===== src/rtl/dispatcher_if.sv =====
// Bus bundle between the dispatcher and its neighbours: decoder offer,
// register-file / ROB operand lookup, back-pressure, CDB and issue payload.
// The slave modport is the dispatcher's view; master is the environment's.
interface dispatcher_if #(
    parameter int ROB_W  = 4,
    parameter int OP_W   = 6,
    parameter int DATA_W = 32
);
    // decoder handshake
    logic              dec_valid;
    logic              dec_ready;
    logic [OP_W-1:0]   dec_op_enum;
    logic [4:0]        dec_rs1;
    logic [4:0]        dec_rs2;
    logic [4:0]        dec_rd;
    logic              dec_has_rd;
    logic              dec_is_ls;
    logic [DATA_W-1:0] dec_imm;
    logic [DATA_W-1:0] dec_pc;

    // register file lookup
    logic [4:0]        rs1_to_reg;
    logic [4:0]        rs2_to_reg;
    logic [DATA_W-1:0] reg_V1;
    logic [DATA_W-1:0] reg_V2;
    logic [ROB_W-1:0]  reg_Q1;
    logic [ROB_W-1:0]  reg_Q2;

    // ROB lookup and allocation
    logic              rob_q1_ready;
    logic              rob_q2_ready;
    logic [DATA_W-1:0] rob_q1_value;
    logic [DATA_W-1:0] rob_q2_value;
    logic [ROB_W-1:0]  rob_free_id;

    // back-pressure
    logic              rob_full;
    logic              rs_full;
    logic              lsb_full;

    // common data bus
    logic              cdb_valid;
    logic [ROB_W-1:0]  cdb_rob_id;
    logic [DATA_W-1:0] cdb_value;

    // issue outputs
    logic              enable_to_rs;
    logic              enable_to_lsb;
    logic              enable_to_rob;
    logic              enable_to_reg;
    logic [DATA_W-1:0] V1_out;
    logic [DATA_W-1:0] V2_out;
    logic [DATA_W-1:0] imm_out;
    logic [DATA_W-1:0] inst_pos_out;
    logic [ROB_W-1:0]  Q1_out;
    logic [ROB_W-1:0]  Q2_out;
    logic [ROB_W-1:0]  rob_id_out;
    logic [OP_W-1:0]   op_enum_out;
    logic [4:0]        rd_out;

    modport slave (
        input  dec_valid, dec_op_enum, dec_rs1, dec_rs2, dec_rd, dec_has_rd,
               dec_is_ls, dec_imm, dec_pc,
               reg_V1, reg_V2, reg_Q1, reg_Q2,
               rob_q1_ready, rob_q2_ready, rob_q1_value, rob_q2_value, rob_free_id,
               rob_full, rs_full, lsb_full,
               cdb_valid, cdb_rob_id, cdb_value,
        output dec_ready, rs1_to_reg, rs2_to_reg,
               enable_to_rs, enable_to_lsb, enable_to_rob, enable_to_reg,
               V1_out, V2_out, imm_out, inst_pos_out,
               Q1_out, Q2_out, rob_id_out, op_enum_out, rd_out
    );

    modport master (
        output dec_valid, dec_op_enum, dec_rs1, dec_rs2, dec_rd, dec_has_rd,
               dec_is_ls, dec_imm, dec_pc,
               reg_V1, reg_V2, reg_Q1, reg_Q2,
               rob_q1_ready, rob_q2_ready, rob_q1_value, rob_q2_value, rob_free_id,
               rob_full, rs_full, lsb_full,
               cdb_valid, cdb_rob_id, cdb_value,
        input  dec_ready, rs1_to_reg, rs2_to_reg,
               enable_to_rs, enable_to_lsb, enable_to_rob, enable_to_reg,
               V1_out, V2_out, imm_out, inst_pos_out,
               Q1_out, Q2_out, rob_id_out, op_enum_out, rd_out
    );
endinterface


===== src/rtl/dispatcher.sv =====
// Single-entry issue stage. Holds one decoded instruction, resolves its
// operands (register file, ROB, CDB, same-edge rename bypass), keeps them
// fresh by snooping the CDB, and issues a one-cycle registered pulse to the
// RS or LSB plus the ROB (and the register file when rd is renamed).
module dispatcher #(
    parameter int ROB_W  = 4,
    parameter int OP_W   = 6,
    parameter int DATA_W = 32
) (
    input  logic         clk_in,
    input  logic         rst_in,
    input  logic         rdy_in,
    input  logic         clear_in,
    dispatcher_if.slave  bus
);

    typedef enum logic {
        S_EMPTY,
        S_HOLD
    } state_t;

    typedef struct packed {
        logic [DATA_W-1:0] v;
        logic [ROB_W-1:0]  q;
    } operand_t;

    state_t state, state_nxt;
    logic   buf_valid;
    logic   fire;
    logic   dec_ready;
    logic   accept;
    logic   rename_hit;

    // buffered instruction
    logic [OP_W-1:0]   buf_op;
    logic [4:0]        buf_rd;
    logic              buf_has_rd;
    logic              buf_is_ls;
    logic [DATA_W-1:0] buf_imm;
    logic [DATA_W-1:0] buf_pc;
    operand_t          buf_op1, buf_op2;

    // operands after this cycle's CDB snoop, and operands of the incoming instruction
    operand_t snp_op1, snp_op2;
    operand_t res_op1, res_op2;

    // issue output registers
    logic              en_rs_q, en_lsb_q, en_rob_q, en_reg_q;
    logic [DATA_W-1:0] v1_q, v2_q, imm_q, pc_q;
    logic [ROB_W-1:0]  q1_q, q2_q, rob_id_q;
    logic [OP_W-1:0]   op_q;
    logic [4:0]        rd_q;

    // Resolve one source of the incoming instruction; earlier rules win.
    function automatic operand_t resolve_operand(
        input logic [4:0]        rs,
        input logic [DATA_W-1:0] reg_v,
        input logic [ROB_W-1:0]  reg_q,
        input logic              rob_rdy,
        input logic [DATA_W-1:0] rob_val,
        input logic              ren_hit,
        input logic [4:0]        ren_rd,
        input logic [ROB_W-1:0]  ren_tag,
        input logic              cdb_v,
        input logic [ROB_W-1:0]  cdb_id,
        input logic [DATA_W-1:0] cdb_val
    );
        operand_t r;
        r = '0;
        if (rs == 5'd0) begin
            r = '0;                          // x0 always reads zero
        end else if (ren_hit && ren_rd == rs) begin
            r.q = ren_tag;                   // producer issues on this very edge
        end else if (reg_q == '0) begin
            r.v = reg_v;
        end else if (rob_rdy) begin
            r.v = rob_val;
        end else if (cdb_v && cdb_id == reg_q) begin
            r.v = cdb_val;
        end else begin
            r.q = reg_q;
        end
        return r;
    endfunction

    // Capture a broadcast result for a pending (nonzero) tag.
    function automatic operand_t snoop_operand(
        input operand_t          op,
        input logic              cdb_v,
        input logic [ROB_W-1:0]  cdb_id,
        input logic [DATA_W-1:0] cdb_val
    );
        operand_t r;
        r = op;
        if (cdb_v && op.q != '0 && cdb_id == op.q) begin
            r.v = cdb_val;
            r.q = '0;
        end
        return r;
    endfunction

    assign buf_valid = (state == S_HOLD);

    // State register: only advances while the global enable is high.
    always_ff @(posedge clk_in or negedge rst_in) begin
        if (!rst_in) begin
            state <= S_EMPTY;
        end else if (rdy_in) begin
            // NOTE: sequential state always uses non-blocking assignment so every
            // flop samples the pre-edge values regardless of block ordering.
            state <= state_nxt;
        end
    end

    // Next-state: flush beats accept, accept beats a plain issue.
    always_comb begin
        state_nxt = state;
        if (clear_in) begin
            state_nxt = S_EMPTY;
        end else if (accept) begin
            state_nxt = S_HOLD;
        end else if (fire) begin
            state_nxt = S_EMPTY;
        end
    end

    // Handshake outputs: issue when the target queue and ROB have room.
    always_comb begin
        // NOTE: every signal driven here gets a value on every path to avoid latches.
        fire       = 1'b0;
        dec_ready  = 1'b0;
        accept     = 1'b0;
        rename_hit = 1'b0;
        if (buf_valid) begin
            fire = !bus.rob_full && (buf_is_ls ? !bus.lsb_full : !bus.rs_full);
        end
        dec_ready  = !buf_valid || fire;
        accept     = bus.dec_valid && dec_ready && rdy_in && !clear_in;
        rename_hit = fire && buf_has_rd && (buf_rd != 5'd0);
    end

    // Operand resolution for the incoming instruction and CDB snoop of the held one.
    always_comb begin
        res_op1 = resolve_operand(bus.dec_rs1, bus.reg_V1, bus.reg_Q1,
                                  bus.rob_q1_ready, bus.rob_q1_value,
                                  rename_hit, buf_rd, bus.rob_free_id,
                                  bus.cdb_valid, bus.cdb_rob_id, bus.cdb_value);
        res_op2 = resolve_operand(bus.dec_rs2, bus.reg_V2, bus.reg_Q2,
                                  bus.rob_q2_ready, bus.rob_q2_value,
                                  rename_hit, buf_rd, bus.rob_free_id,
                                  bus.cdb_valid, bus.cdb_rob_id, bus.cdb_value);
        snp_op1 = snoop_operand(buf_op1, bus.cdb_valid, bus.cdb_rob_id, bus.cdb_value);
        snp_op2 = snoop_operand(buf_op2, bus.cdb_valid, bus.cdb_rob_id, bus.cdb_value);
    end

    // Instruction buffer: load on accept, otherwise keep snooping while held.
    always_ff @(posedge clk_in or negedge rst_in) begin
        if (!rst_in) begin
            // NOTE: the buffer payload is reset as well so nothing X ever reaches
            // the output registers; validity alone lives in the state register.
            buf_op     <= '0;
            buf_rd     <= '0;
            buf_has_rd <= 1'b0;
            buf_is_ls  <= 1'b0;
            buf_imm    <= '0;
            buf_pc     <= '0;
            buf_op1    <= '0;
            buf_op2    <= '0;
        end else if (rdy_in) begin
            if (accept) begin
                buf_op     <= bus.dec_op_enum;
                buf_rd     <= bus.dec_rd;
                buf_has_rd <= bus.dec_has_rd;
                buf_is_ls  <= bus.dec_is_ls;
                buf_imm    <= bus.dec_imm;
                buf_pc     <= bus.dec_pc;
                buf_op1    <= res_op1;
                buf_op2    <= res_op2;
            end else if (buf_valid) begin
                buf_op1 <= snp_op1;
                buf_op2 <= snp_op2;
            end
        end
    end

    // Issue registers: one-cycle enable pulses, payload held between issues.
    always_ff @(posedge clk_in or negedge rst_in) begin
        if (!rst_in) begin
            en_rs_q  <= 1'b0;
            en_lsb_q <= 1'b0;
            en_rob_q <= 1'b0;
            en_reg_q <= 1'b0;
            v1_q     <= '0;
            v2_q     <= '0;
            imm_q    <= '0;
            pc_q     <= '0;
            q1_q     <= '0;
            q2_q     <= '0;
            rob_id_q <= '0;
            op_q     <= '0;
            rd_q     <= '0;
        end else if (rdy_in) begin
            if (!clear_in && fire) begin
                en_rs_q  <= !buf_is_ls;
                en_lsb_q <= buf_is_ls;
                en_rob_q <= 1'b1;
                en_reg_q <= buf_has_rd && (buf_rd != 5'd0);
                v1_q     <= snp_op1.v;
                v2_q     <= snp_op2.v;
                q1_q     <= snp_op1.q;
                q2_q     <= snp_op2.q;
                imm_q    <= buf_imm;
                pc_q     <= buf_pc;
                rob_id_q <= bus.rob_free_id;
                op_q     <= buf_op;
                rd_q     <= buf_rd;
            end else begin
                en_rs_q  <= 1'b0;
                en_lsb_q <= 1'b0;
                en_rob_q <= 1'b0;
                en_reg_q <= 1'b0;
            end
        end
    end

    assign bus.dec_ready     = dec_ready;
    assign bus.rs1_to_reg    = bus.dec_rs1;
    assign bus.rs2_to_reg    = bus.dec_rs2;
    assign bus.enable_to_rs  = en_rs_q;
    assign bus.enable_to_lsb = en_lsb_q;
    assign bus.enable_to_rob = en_rob_q;
    assign bus.enable_to_reg = en_reg_q;
    assign bus.V1_out        = v1_q;
    assign bus.V2_out        = v2_q;
    assign bus.imm_out       = imm_q;
    assign bus.inst_pos_out  = pc_q;
    assign bus.Q1_out        = q1_q;
    assign bus.Q2_out        = q2_q;
    assign bus.rob_id_out    = rob_id_q;
    assign bus.op_enum_out   = op_q;
    assign bus.rd_out        = rd_q;

endmodule


===== src/flat_wrapper.sv =====
// flat-port wrapper written by rule: the top's interface ports become plain ports
module dispatcher_flat 
#(
    parameter int ROB_W  = 4,
    parameter int OP_W   = 6,
    parameter int DATA_W = 32
)
  (clk_in, rst_in, rdy_in, clear_in, bus_dec_valid, bus_dec_op_enum, bus_dec_rs1, bus_dec_rs2, bus_dec_rd, bus_dec_has_rd, bus_dec_is_ls, bus_dec_imm, bus_dec_pc, bus_reg_V1, bus_reg_V2, bus_reg_Q1, bus_reg_Q2, bus_rob_q1_ready, bus_rob_q2_ready, bus_rob_q1_value, bus_rob_q2_value, bus_rob_free_id, bus_rob_full, bus_rs_full, bus_lsb_full, bus_cdb_valid, bus_cdb_rob_id, bus_cdb_value, bus_dec_ready, bus_rs1_to_reg, bus_rs2_to_reg, bus_enable_to_rs, bus_enable_to_lsb, bus_enable_to_rob, bus_enable_to_reg, bus_V1_out, bus_V2_out, bus_imm_out, bus_inst_pos_out, bus_Q1_out, bus_Q2_out, bus_rob_id_out, bus_op_enum_out, bus_rd_out);
  dispatcher_if #(.ROB_W(ROB_W), .OP_W(OP_W), .DATA_W(DATA_W)) bus_i ();
  input  logic clk_in;
  input  logic rst_in;
  input  logic rdy_in;
  input  logic clear_in;
  input wire logic [$bits(bus_i.dec_valid)-1:0] bus_dec_valid;
  input wire logic [$bits(bus_i.dec_op_enum)-1:0] bus_dec_op_enum;
  input wire logic [$bits(bus_i.dec_rs1)-1:0] bus_dec_rs1;
  input wire logic [$bits(bus_i.dec_rs2)-1:0] bus_dec_rs2;
  input wire logic [$bits(bus_i.dec_rd)-1:0] bus_dec_rd;
  input wire logic [$bits(bus_i.dec_has_rd)-1:0] bus_dec_has_rd;
  input wire logic [$bits(bus_i.dec_is_ls)-1:0] bus_dec_is_ls;
  input wire logic [$bits(bus_i.dec_imm)-1:0] bus_dec_imm;
  input wire logic [$bits(bus_i.dec_pc)-1:0] bus_dec_pc;
  input wire logic [$bits(bus_i.reg_V1)-1:0] bus_reg_V1;
  input wire logic [$bits(bus_i.reg_V2)-1:0] bus_reg_V2;
  input wire logic [$bits(bus_i.reg_Q1)-1:0] bus_reg_Q1;
  input wire logic [$bits(bus_i.reg_Q2)-1:0] bus_reg_Q2;
  input wire logic [$bits(bus_i.rob_q1_ready)-1:0] bus_rob_q1_ready;
  input wire logic [$bits(bus_i.rob_q2_ready)-1:0] bus_rob_q2_ready;
  input wire logic [$bits(bus_i.rob_q1_value)-1:0] bus_rob_q1_value;
  input wire logic [$bits(bus_i.rob_q2_value)-1:0] bus_rob_q2_value;
  input wire logic [$bits(bus_i.rob_free_id)-1:0] bus_rob_free_id;
  input wire logic [$bits(bus_i.rob_full)-1:0] bus_rob_full;
  input wire logic [$bits(bus_i.rs_full)-1:0] bus_rs_full;
  input wire logic [$bits(bus_i.lsb_full)-1:0] bus_lsb_full;
  input wire logic [$bits(bus_i.cdb_valid)-1:0] bus_cdb_valid;
  input wire logic [$bits(bus_i.cdb_rob_id)-1:0] bus_cdb_rob_id;
  input wire logic [$bits(bus_i.cdb_value)-1:0] bus_cdb_value;
  output wire logic [$bits(bus_i.dec_ready)-1:0] bus_dec_ready;
  output wire logic [$bits(bus_i.rs1_to_reg)-1:0] bus_rs1_to_reg;
  output wire logic [$bits(bus_i.rs2_to_reg)-1:0] bus_rs2_to_reg;
  output wire logic [$bits(bus_i.enable_to_rs)-1:0] bus_enable_to_rs;
  output wire logic [$bits(bus_i.enable_to_lsb)-1:0] bus_enable_to_lsb;
  output wire logic [$bits(bus_i.enable_to_rob)-1:0] bus_enable_to_rob;
  output wire logic [$bits(bus_i.enable_to_reg)-1:0] bus_enable_to_reg;
  output wire logic [$bits(bus_i.V1_out)-1:0] bus_V1_out;
  output wire logic [$bits(bus_i.V2_out)-1:0] bus_V2_out;
  output wire logic [$bits(bus_i.imm_out)-1:0] bus_imm_out;
  output wire logic [$bits(bus_i.inst_pos_out)-1:0] bus_inst_pos_out;
  output wire logic [$bits(bus_i.Q1_out)-1:0] bus_Q1_out;
  output wire logic [$bits(bus_i.Q2_out)-1:0] bus_Q2_out;
  output wire logic [$bits(bus_i.rob_id_out)-1:0] bus_rob_id_out;
  output wire logic [$bits(bus_i.op_enum_out)-1:0] bus_op_enum_out;
  output wire logic [$bits(bus_i.rd_out)-1:0] bus_rd_out;
  assign bus_i.dec_valid = bus_dec_valid;
  assign bus_i.dec_op_enum = bus_dec_op_enum;
  assign bus_i.dec_rs1 = bus_dec_rs1;
  assign bus_i.dec_rs2 = bus_dec_rs2;
  assign bus_i.dec_rd = bus_dec_rd;
  assign bus_i.dec_has_rd = bus_dec_has_rd;
  assign bus_i.dec_is_ls = bus_dec_is_ls;
  assign bus_i.dec_imm = bus_dec_imm;
  assign bus_i.dec_pc = bus_dec_pc;
  assign bus_i.reg_V1 = bus_reg_V1;
  assign bus_i.reg_V2 = bus_reg_V2;
  assign bus_i.reg_Q1 = bus_reg_Q1;
  assign bus_i.reg_Q2 = bus_reg_Q2;
  assign bus_i.rob_q1_ready = bus_rob_q1_ready;
  assign bus_i.rob_q2_ready = bus_rob_q2_ready;
  assign bus_i.rob_q1_value = bus_rob_q1_value;
  assign bus_i.rob_q2_value = bus_rob_q2_value;
  assign bus_i.rob_free_id = bus_rob_free_id;
  assign bus_i.rob_full = bus_rob_full;
  assign bus_i.rs_full = bus_rs_full;
  assign bus_i.lsb_full = bus_lsb_full;
  assign bus_i.cdb_valid = bus_cdb_valid;
  assign bus_i.cdb_rob_id = bus_cdb_rob_id;
  assign bus_i.cdb_value = bus_cdb_value;
  assign bus_dec_ready = bus_i.dec_ready;
  assign bus_rs1_to_reg = bus_i.rs1_to_reg;
  assign bus_rs2_to_reg = bus_i.rs2_to_reg;
  assign bus_enable_to_rs = bus_i.enable_to_rs;
  assign bus_enable_to_lsb = bus_i.enable_to_lsb;
  assign bus_enable_to_rob = bus_i.enable_to_rob;
  assign bus_enable_to_reg = bus_i.enable_to_reg;
  assign bus_V1_out = bus_i.V1_out;
  assign bus_V2_out = bus_i.V2_out;
  assign bus_imm_out = bus_i.imm_out;
  assign bus_inst_pos_out = bus_i.inst_pos_out;
  assign bus_Q1_out = bus_i.Q1_out;
  assign bus_Q2_out = bus_i.Q2_out;
  assign bus_rob_id_out = bus_i.rob_id_out;
  assign bus_op_enum_out = bus_i.op_enum_out;
  assign bus_rd_out = bus_i.rd_out;
  dispatcher #(.ROB_W(ROB_W), .OP_W(OP_W), .DATA_W(DATA_W)) u_core (.clk_in(clk_in), .rst_in(rst_in), .rdy_in(rdy_in), .clear_in(clear_in), .bus(bus_i));
endmodule

===== config.mk =====
export PLATFORM = sky130hd
export DESIGN_NAME = dispatcher_flat
export DESIGN_NICKNAME = d
export VERILOG_FILES = /design/src/rtl/dispatcher_if.sv /design/src/rtl/dispatcher.sv /design/src/flat_wrapper.sv
export SDC_FILE = /design/constraint.sdc
export NUM_CORES = 1
export LEC_CHECK = 0
export CAP_MARGIN = 20
export CORE_UTILIZATION = 48
export CTS_CLUSTER_DIAMETER = 40
export DETAILED_ROUTE_END_ITERATION = 16
export PLACE_DENSITY_LB_ADDON = 0.05
export RECOVER_POWER = 50
export SYNTH_ARGS = -nofsm -noshare
export SYNTH_HDL_FRONTEND = slang
export SYNTH_SLANG_ARGS = --single-unit

===== constraint.sdc =====
create_clock -name clk_in -period 2.4 [get_ports clk_in]
set_input_delay 0.48 -clock clk_in [delete_from_list [all_inputs] [get_ports clk_in]]
set_output_delay 0.48 -clock clk_in [all_outputs]
set_load 0.1 [all_outputs]

# Word level (Yosys, flattened, before mapping)
# Index checks and enable logic that the tools add are counted.
dict set report word_totals {
  output_inout_bits 166
  elab_cells 99
  register_bits 305
}
dict set report classes {
  n_eq_ne 6
  reduce_logical 36
  muxes 33
}
# cell count
set ops {}
lappend ops {{$mux 36} 8}
lappend ops {{$mux 32} 8}
lappend ops {{$mux 4} 8}
lappend ops {{$eq 4x4->1} 4}
lappend ops {{$logic_and 1x1->1} 16}
lappend ops {{$eq 5x5->1} 2}
lappend ops {{$logic_not 5->1} 2}
lappend ops {{$mux 1} 9}
lappend ops {{$logic_not 4->1} 2}
lappend ops {{$reduce_and 2->1} 4}
lappend ops {{$reduce_bool 4->1} 2}
lappend ops {{$logic_not 1->1} 6}
lappend ops {{$reduce_bool 5->1} 1}
lappend ops {{$reduce_bool 3->1} 1}
lappend ops {{$reduce_bool 2->1} 1}
lappend ops {{$logic_or 1x1->1} 1}

# Logic depth before layout (Yosys ltp)
# Gate-level depths: netlist of the first run.
dict set report depth {
  depth_word 10
  ltp_mapped 8
}

# Worst setup path after synthesis of the first run
# Ideal clock, no wire load.
dict set report synth_timing {
  path_type {input -> register}
  start {input port rdy_in}
  end {register u_core.buf_op1[0] in the netlist's numbering}
  setup_slack_ps 317
  path_buffers 3
  cell_stages 8
  arrival_ps 1957
  setup_ps 126
  cell_sequence {buf_2 -> and4bb_2 -> a21o_1 -> buf_2 -> o21ai_2 -> clkbuf_1 -> nor4_1 -> a221o_1}
}
dict set report synth_between {
  elab_chain_cells 4
}
# element line
set synth_rtl {}
lappend synth_rtl {{start, declared} flat_wrapper.sv:12} ;# input logic rdy_in;
lappend synth_rtl {{$logic_and 1x1->1 (2 in a row)} dispatcher.sv:138} ;# accept = bus.dec_valid && dec_ready && rdy_in && !clear_in;
lappend synth_rtl {{$reduce_bool 2->1 (no line)} --}
lappend synth_rtl {{$reduce_and 2->1 (no line)} --}
lappend synth_rtl {{end signal, assigned} dispatcher.sv:177} ;# buf_op1 <= res_op1;
lappend synth_rtl {{end signal, assigned} dispatcher.sv:180} ;# buf_op1 <= snp_op1;
lappend synth_rtl {{end, declared} dispatcher.sv:41} ;# operand_t buf_op1, buf_op2;
# Parallel ways exist; a longest one is shown, timed or not.
# A chain may end at the register's enable or synchronous reset.

# Worst setup path after layout of the first run
dict set report layout_timing {
  start {register u_core.buf_is_ls}
  end {output port bus_dec_ready}
}
dict set report layout_between {
  elab_chain_cells 4
}
# element line
set layout_rtl {}
lappend layout_rtl {{start, declared} dispatcher.sv:38} ;# logic buf_is_ls;
lappend layout_rtl {{start signal, assigned} dispatcher.sv:174} ;# buf_is_ls <= bus.dec_is_ls;
lappend layout_rtl {{$mux 1} dispatcher.sv:135} ;# fire = !bus.rob_full && (buf_is_ls ? !bus.lsb_full : !bus.rs_full);
lappend layout_rtl {{$logic_and 1x1->1} dispatcher.sv:135}
lappend layout_rtl {{$mux 1} dispatcher.sv:134} ;# if (buf_valid) begin
lappend layout_rtl {{$logic_or 1x1->1} dispatcher.sv:137} ;# dec_ready = !buf_valid || fire;
lappend layout_rtl {{end, declared} flat_wrapper.sv:38} ;# output wire logic [$bits(bus_i.dec_ready)-1:0] bus_dec_ready;
# Every way passes these cells.

==> impl_metrics.toml, run 1 <==
[status]
status = "complete, no violations"

[power]
pwr-share-seq = 0.291
p_leak_uw = 0.0102
power.density_nw_per_um2 = 1320
switching_share = 0.484
max-vdd-ir-drop_mv = 0.973
switchingPower_uw = 13800
power_frac_comb = 0.471
clkPwrFrac = 0.238
p_int_uw = 14700

[die]
dieWidth_um = 176
rows = 63
dieArea_um2 = 31000
die_h_um = 176
start_util = 0.489
core-area_um2 = 29700
io_pins = 440

[detailed_routing]
ant_nets = 0
avgViaCountPerCell = 5.51
vias = 14200
wl_per_cell_um = 19.7
wl_um = 50900
dr.pass1.iters = 7
drt-initial-drc-count = 920
route.detailed.drc = 0

[worst_setup_path]
cp-start-kind = "flop"
crit_arrival_ps = 1860
required_ps = 1920
worstSetupEndpointType = "primary output"
path_max_fanout = 3
critPathKind = "flop to primary output"

[yosys]
ys.flop_type = "dfrtp_1"
synth-edff-count = 0
synth_nets = 1940
ys.warnings.count = 0
avgSynthCellArea_um2 = 8.73
syn_inst = 1666
async_flop_share = 1.00
synth-seq-cells = 305
yosysSeqAreaShare = 0.525
synth_area_um2 = 14500
yosys.cell_types.count = 47

[global_route]
grt_max_degree = 77
grt_pass1_wl_um = 79100
gr-total-overflow = 0
grt_pass1_vias = 14500
antenna_found_initial = 9
grt_util_all_layers = 0.327

[layout]
top_regs = "u_core.buf_op1 x36, u_core.buf_op2 x36"
syn_to_final_growth_pct = 48.0
nFillCells = 2320
final_util = 0.724
nNetsFinal = 2416
drive_gt1_frac = 0.181

[sta]
slew-limit-headroom = 0.340
slew_violations = 0
setup_viol = 0
fmax_mhz = 427
fin_setup_tns_ps = 0
fin_worst_skew_ps = 14.5
worstMarginPinSlew_ps = 990
setup_ws_ps = 60.3
timing.final.crit_share = 0.975
period_minus_slack_ps = 2340
finalHoldViolations = 0

[clock_tree]
cts_buffers = 43
clock_sinks = 305
clk_pin_slew_ps = 60
root_buffer = "clkbuf_16"
cts_tree = "yes"
insertion_delay_ps = 530
cts.htree.levels = 2
cts_max_path_buffers = 3

[placement]
portBuffers = 439
place_congestion = 0.899
place_ws_ps = -260
dp.final_hpwl_um = 35800

[min_path]
min_path_type = "flop to flop"

[flow_run]
max_cap_viol_count = 0
[cells in the mapped netlist (all sizes together) (3+ instances only)]
library cell | number | area share
a21oi | 38 | 0.013
a221o | 36 | 0.025
a31oi | 32 | 0.014
and3 | 3 | 0.0013
buf | 56 | 0.022
clkbuf | 79 | 0.020
dfrtp | 305 | 0.52
inv | 38 | 0.0098
mux2i | 65 | 0.045
nand2 | 621 | 0.16
nand2b | 5 | 0.0022
nand3 | 39 | 0.013
nand4 | 4 | 0.0017
nor2 | 35 | 0.0090
nor2b | 3 | 0.0013
nor3 | 6 | 0.0021
nor4 | 39 | 0.018
o211ai | 35 | 0.018
o21ai | 147 | 0.051
o41ai | 32 | 0.019
or4 | 4 | 0.0021
xnor2 | 14 | 0.0084
xor2 | 9 | 0.0054
[layout make-up]
type / count / area, um2 / area share
Antenna cell: 10 / 25.0 / 0.00116
Clock buffer: 53 / 1180 / 0.0551
Clock inverter: 27 / 373 / 0.0173
Inverter: 38 / 143 / 0.00663
Multi-Input combinational cell: 1188 / 6280 / 0.292
Sequential cell: 305 / 7630 / 0.355
Tap cell: 390 / 488 / 0.0227
Timing Repair Buffer: 566 / 5390 / 0.251
[repair_timing]
| item | 4_1_cts | 5_1_grt |
|---|---|---|
| gates resized for setup | 2 | 1 |
| setup buffers | 1 | 3 |
| hold buffers | 1 | 0 |
| hold endpoints to repair | 56 | 0 |
| endpoints found under the setup margin | 1 | 1 |
[final timing paths]
kind | end | slack [ps] | cells past startpoint | from
setup / recovery | bus_dec_ready | 60 | 6 | u_core.buf_is_ls
hold / removal | u_core.bus.inst_pos_out[30] | 460 | 2 | u_core.buf_pc[30]
setup reg to reg | u_core.buf_op1[1] | 220 | 8 | u_core.buf_is_ls
hold reg to reg | u_core.bus.inst_pos_out[30] | 460 | 2 | u_core.buf_pc[30]
max in group asynchronous | u_core.bus.op_enum_out[0] | 350 | 3 | rst_in
min in group asynchronous | u_core.bus.V1_out[18] | 710 | 2 | rst_in
[worst max-delay path: stages (launching register included)]
cell and delay [ps]:
dfrtp_2 410, mux2i_4 280, buf_6 130, nand2b_1 80, buf_4 150, nand2_1 100
buf_12 180
[power groups by stage]
stage	sequential, uW	clock (uW)	combinational (uW)
floorplan	15300	0	2610
global route	8500	7050	14000
detailed placement	8310	0	13400
global placement	8250	0	13200
finish	8290	6770	13400
CTS	8270	6850	13400
[kinds of logic after synthesis]
family | after synthesis | share of synthesized area
and+or+nand+nor | 768 | 0.217
AOI/OAI and AO/OA | 332 | 0.148
DFF | 305 | 0.525
buffers and inverters | 173 | 0.0519
muxes | 65 | 0.0450
xor gates and xnor gates | 23 | 0.0139
[stage by stage]
step	instance area, um2	instances	hold WS (ps)	total power, uW
after floorplan	14500	1666	184	17900
after global placement	20000	2482	445	21400
after detailed placement	20000	2482	450	21700
after CTS	21600	2564	452	28600
after global routing	21500	2574	470	29500
final	21500	2577	464	28400
[routing by layer]
layer  share of wire  global-route usage  wire, um
met3           0.084              0.0803      4250
met1            0.39               0.400     19900
met2            0.49               0.549     24800
met4           0.038               0.142      1920
met5         0.00053                   0        27
[cells in the final DEF, fill, tap and decap left out, types with 3 or more instances in the layout]
| master | count |
|---|---|
| diode_2 | 10 |
| nor2b_1 | 3 |
| clkinv_4 | 6 |
| clkbuf_2 | 6 |
| xnor2_1 | 14 |
| nor2_1 | 35 |
| xor2_1 | 9 |
| buf_12 | 39 |
| clkinv_2 | 4 |
| inv_6 | 5 |
| a21oi_1 | 36 |
| nand4_1 | 4 |
| a221o_1 | 36 |
| inv_1 | 38 |
| o21ai_4 | 3 |
| nand2b_1 | 5 |
| or4_1 | 3 |
| clkbuf_8 | 5 |
| clkinvlp_4 | 4 |
| nand2_1 | 621 |
| mux2i_1 | 64 |
| clkbuf_16 | 44 |
| o41ai_1 | 32 |
| o21ai_1 | 18 |
| clkbuf_4 | 3 |
| bufinv_16 | 7 |
| clkbuf_1 | 7 |
| buf_4 | 241 |
| a31oi_1 | 31 |
| dfrtp_1 | 304 |
| nor4_1 | 36 |
| o21ai_0 | 125 |
| o211ai_1 | 35 |
| nand3_1 | 37 |
| clkdlybuf4s50_1 | 271 |
| nor3_1 | 3 |
| nor3_2 | 3 |
Power figures use the tool's default switching activity.
==> run 2: changes to the inputs <==
--- a/config.mk
+++ b/config.mk
@@ -7,9 +7,9 @@
 export LEC_CHECK = 0
 export CAP_MARGIN = 20
 export CORE_UTILIZATION = 48
-export CTS_CLUSTER_DIAMETER = 40
 export DETAILED_ROUTE_END_ITERATION = 16
-export PLACE_DENSITY_LB_ADDON = 0.05
+export HOLD_SLACK_MARGIN = 0.1
+export PLACE_DENSITY = 0.91
 export RECOVER_POWER = 50
 export SYNTH_ARGS = -nofsm -noshare
 export SYNTH_HDL_FRONTEND = slang
==> run 2 against run 1 <==
Net effect: the run now ends with capacitance limit, slew limit left; via count rose by 7.0%; maximum frequency is 0.32% higher; register-to-register slack lost 30 ps; flip-flop and latch count unchanged; sequential power hardly changed; die area stayed put; core utilization down 1.9 points; clock power decreased by 22%; clock skew rose by 1.3 ps; critical path depth did not move; power fell by 5.6%; global-route usage up 2.6 points; largest cell class unchanged; largest power group unchanged; highest routed layer is now met4.
==> impl_metrics.toml, run 2 (synthesis gave the netlist of run 1 again) <==
[die]
die_h_um = 176
rows = 63
dieArea_um2 = 31000
core-area_um2 = 29700
dieWidth_um = 176
start_util = 0.489
io_pins = 440

[detailed_routing]
wl_per_cell_um = 21.5
wl_um = 54900
avgViaCountPerCell = 5.96
route.detailed.drc = 0
drt-initial-drc-count = 1842
vias = 15200
dr.pass1.iters = 6
ant_nets = 0

[flow_run]
max_cap_viol_count = 1

[worst_setup_path]
cp_num_cells = 6
path_cells = "mux2i_2 > buf_4 > nand2b_4 > buf_4 > nand2_2 > buf_12"
ff2ff_path_depth = 7
cp-start-kind = "flop"
worstSetupEndpointType = "primary output"
crit_buf_inv = 3
crit_top_cell = "buf_4"
slowest_delay_ps = 440
crit_arrival_ps = 1850
critPathKind = "flop to primary output"
cp_top_family = "buffers and inverters"
path_max_fanout = 4
crit_slowest_cell = "dfrtp_1"
required_ps = 1920

[sta]
setup_viol = 0
rsz0062_at_grt = "no"
worstMarginPinSlew_ps = 1670
finalHoldViolations = 0
slew-limit-headroom = -0.112
timing.final.crit_share = 0.972
fmax_mhz = 429
setup_ws_ps = 67.8
fin_setup_tns_ps = 0
period_minus_slack_ps = 2330
slew_violations = 57
fin_worst_skew_ps = 15.8

[status]
status = "finished, violations left"
failed_checks = "capacitance limit, slew limit"

[placement]
place_congestion = 0.920
place_ws_ps = -196
dp.cells = 2490
dp.final_hpwl_um = 38500
portBuffers = 439

[clock_tree]
cts.htree.levels = 2
insertion_delay_ps = 510
root_buffer = "clkbuf_16"
clk_pin_slew_ps = 60
cts_tree = "yes"
clock_sinks = 305
cts_buffers = 34
cts_max_path_buffers = 3

[global_route]
grt_util_all_layers = 0.353
grt_pass1_vias = 15500
gr-total-overflow = 0
antenna_found_initial = 2
grt_pass1_wl_um = 84700
grt_max_degree = 72

[layout]
final_util = 0.705
final_cell_mix = "nand2_1 (620), dfrtp_1 (305), clkdlybuf4s50_1 (270)"
layout.cells.most_common = "nand2_1"
nNetsFinal = 2412
drive_gt1_frac = 0.176
instances_no_fill = 2551
top_regs = "u_core.buf_op1 x36, u_core.buf_op2 x36"
nFillCells = 2143
syn_to_final_growth_pct = 44.2

[power]
power.density_nw_per_um2 = 1280
clkPwrFrac = 0.197
pwr-share-seq = 0.310
p_leak_uw = 0.00994
p_int_uw = 13200
max-vdd-ir-drop_mv = 0.888
switching_share = 0.507
power_frac_comb = 0.493
switchingPower_uw = 13600

[min_path]
min_path_type = "flop to flop"
holdPathStages = 2
run 2: repair_timing:
item	4_1_cts	5_1_grt
setup endpoints to repair	1	1
endpoints found under the hold margin	50	0
pin swaps	0	0
buffers inserted	1	0
gates resized for setup	0	2
hold buffers	1	0
run 2: cell type report:
type / count / area, um2 / area share
Clock buffer: 46 / 977 / 0.0466
Sequential cell: 305 / 7630 / 0.364
Clock inverter: 11 / 141 / 0.00675
Antenna cell: 2 / 5.00 / 0.000239
Inverter: 38 / 143 / 0.00681
Multi-Input combinational cell: 1188 / 6280 / 0.299
Tap cell: 390 / 488 / 0.0233
Timing Repair Buffer: 571 / 5300 / 0.253
run 2: power groups by stage:
stage	sequential, uW	combinational, uW	clock (uW)
6_report	8320	13200	5300
5_1_grt	8480	13800	5560
4_1_cts	8270	13600	5340
3_3_place_gp	8220	13200	0
3_5_place_dp	8320	13500	0
2_1_floorplan	15300	2610	0
run 2: worst paths after layout:
| check | start | endpoint | slack [ps] |
|---|---|---|---|
| max in group asynchronous | rst_in | u_core.bus.enable_to_rob | 280 |
| min in group asynchronous | rst_in | u_core.bus.inst_pos_out[10] | 940 |
| min | u_core.buf_pc[22] | u_core.bus.inst_pos_out[22] | 470 |
| max | u_core.buf_is_ls | bus_dec_ready | 70 |
| max reg2reg | u_core.buf_rd[3] | u_core.buf_op1[15] | 190 |
| min reg2reg | u_core.buf_pc[22] | u_core.bus.inst_pos_out[22] | 470 |
run 2: routing by layer:
metal  vias to the layer above  track usage  wire [um]
met5                         -            0          0
met4                         0        0.211       3550
met3                       259       0.0963       5680
met2                      1048        0.580      25900
met1                      7293        0.413      19800
li1                       6605            -          -
run 2: worst reg2reg max path, cell delays in order (launching register included):
cell and delay, ps:
dfrtp_1 450, or4_1 520, o21ai_2 250, nor4_4 90, buf_12 160, buf_12 150, nor4_1 360, a221o_1 170
run 2: metrics by stage:
stage	instance area (um2)	hold WS [ps]	power, uW
3_3_place_gp	20000	446	21400
2_1_floorplan	14500	184	17900
4_1_cts	21200	466	27200
5_1_grt	21000	488	27800
6_report	21000	471	26800
3_5_place_dp	20000	455	21800
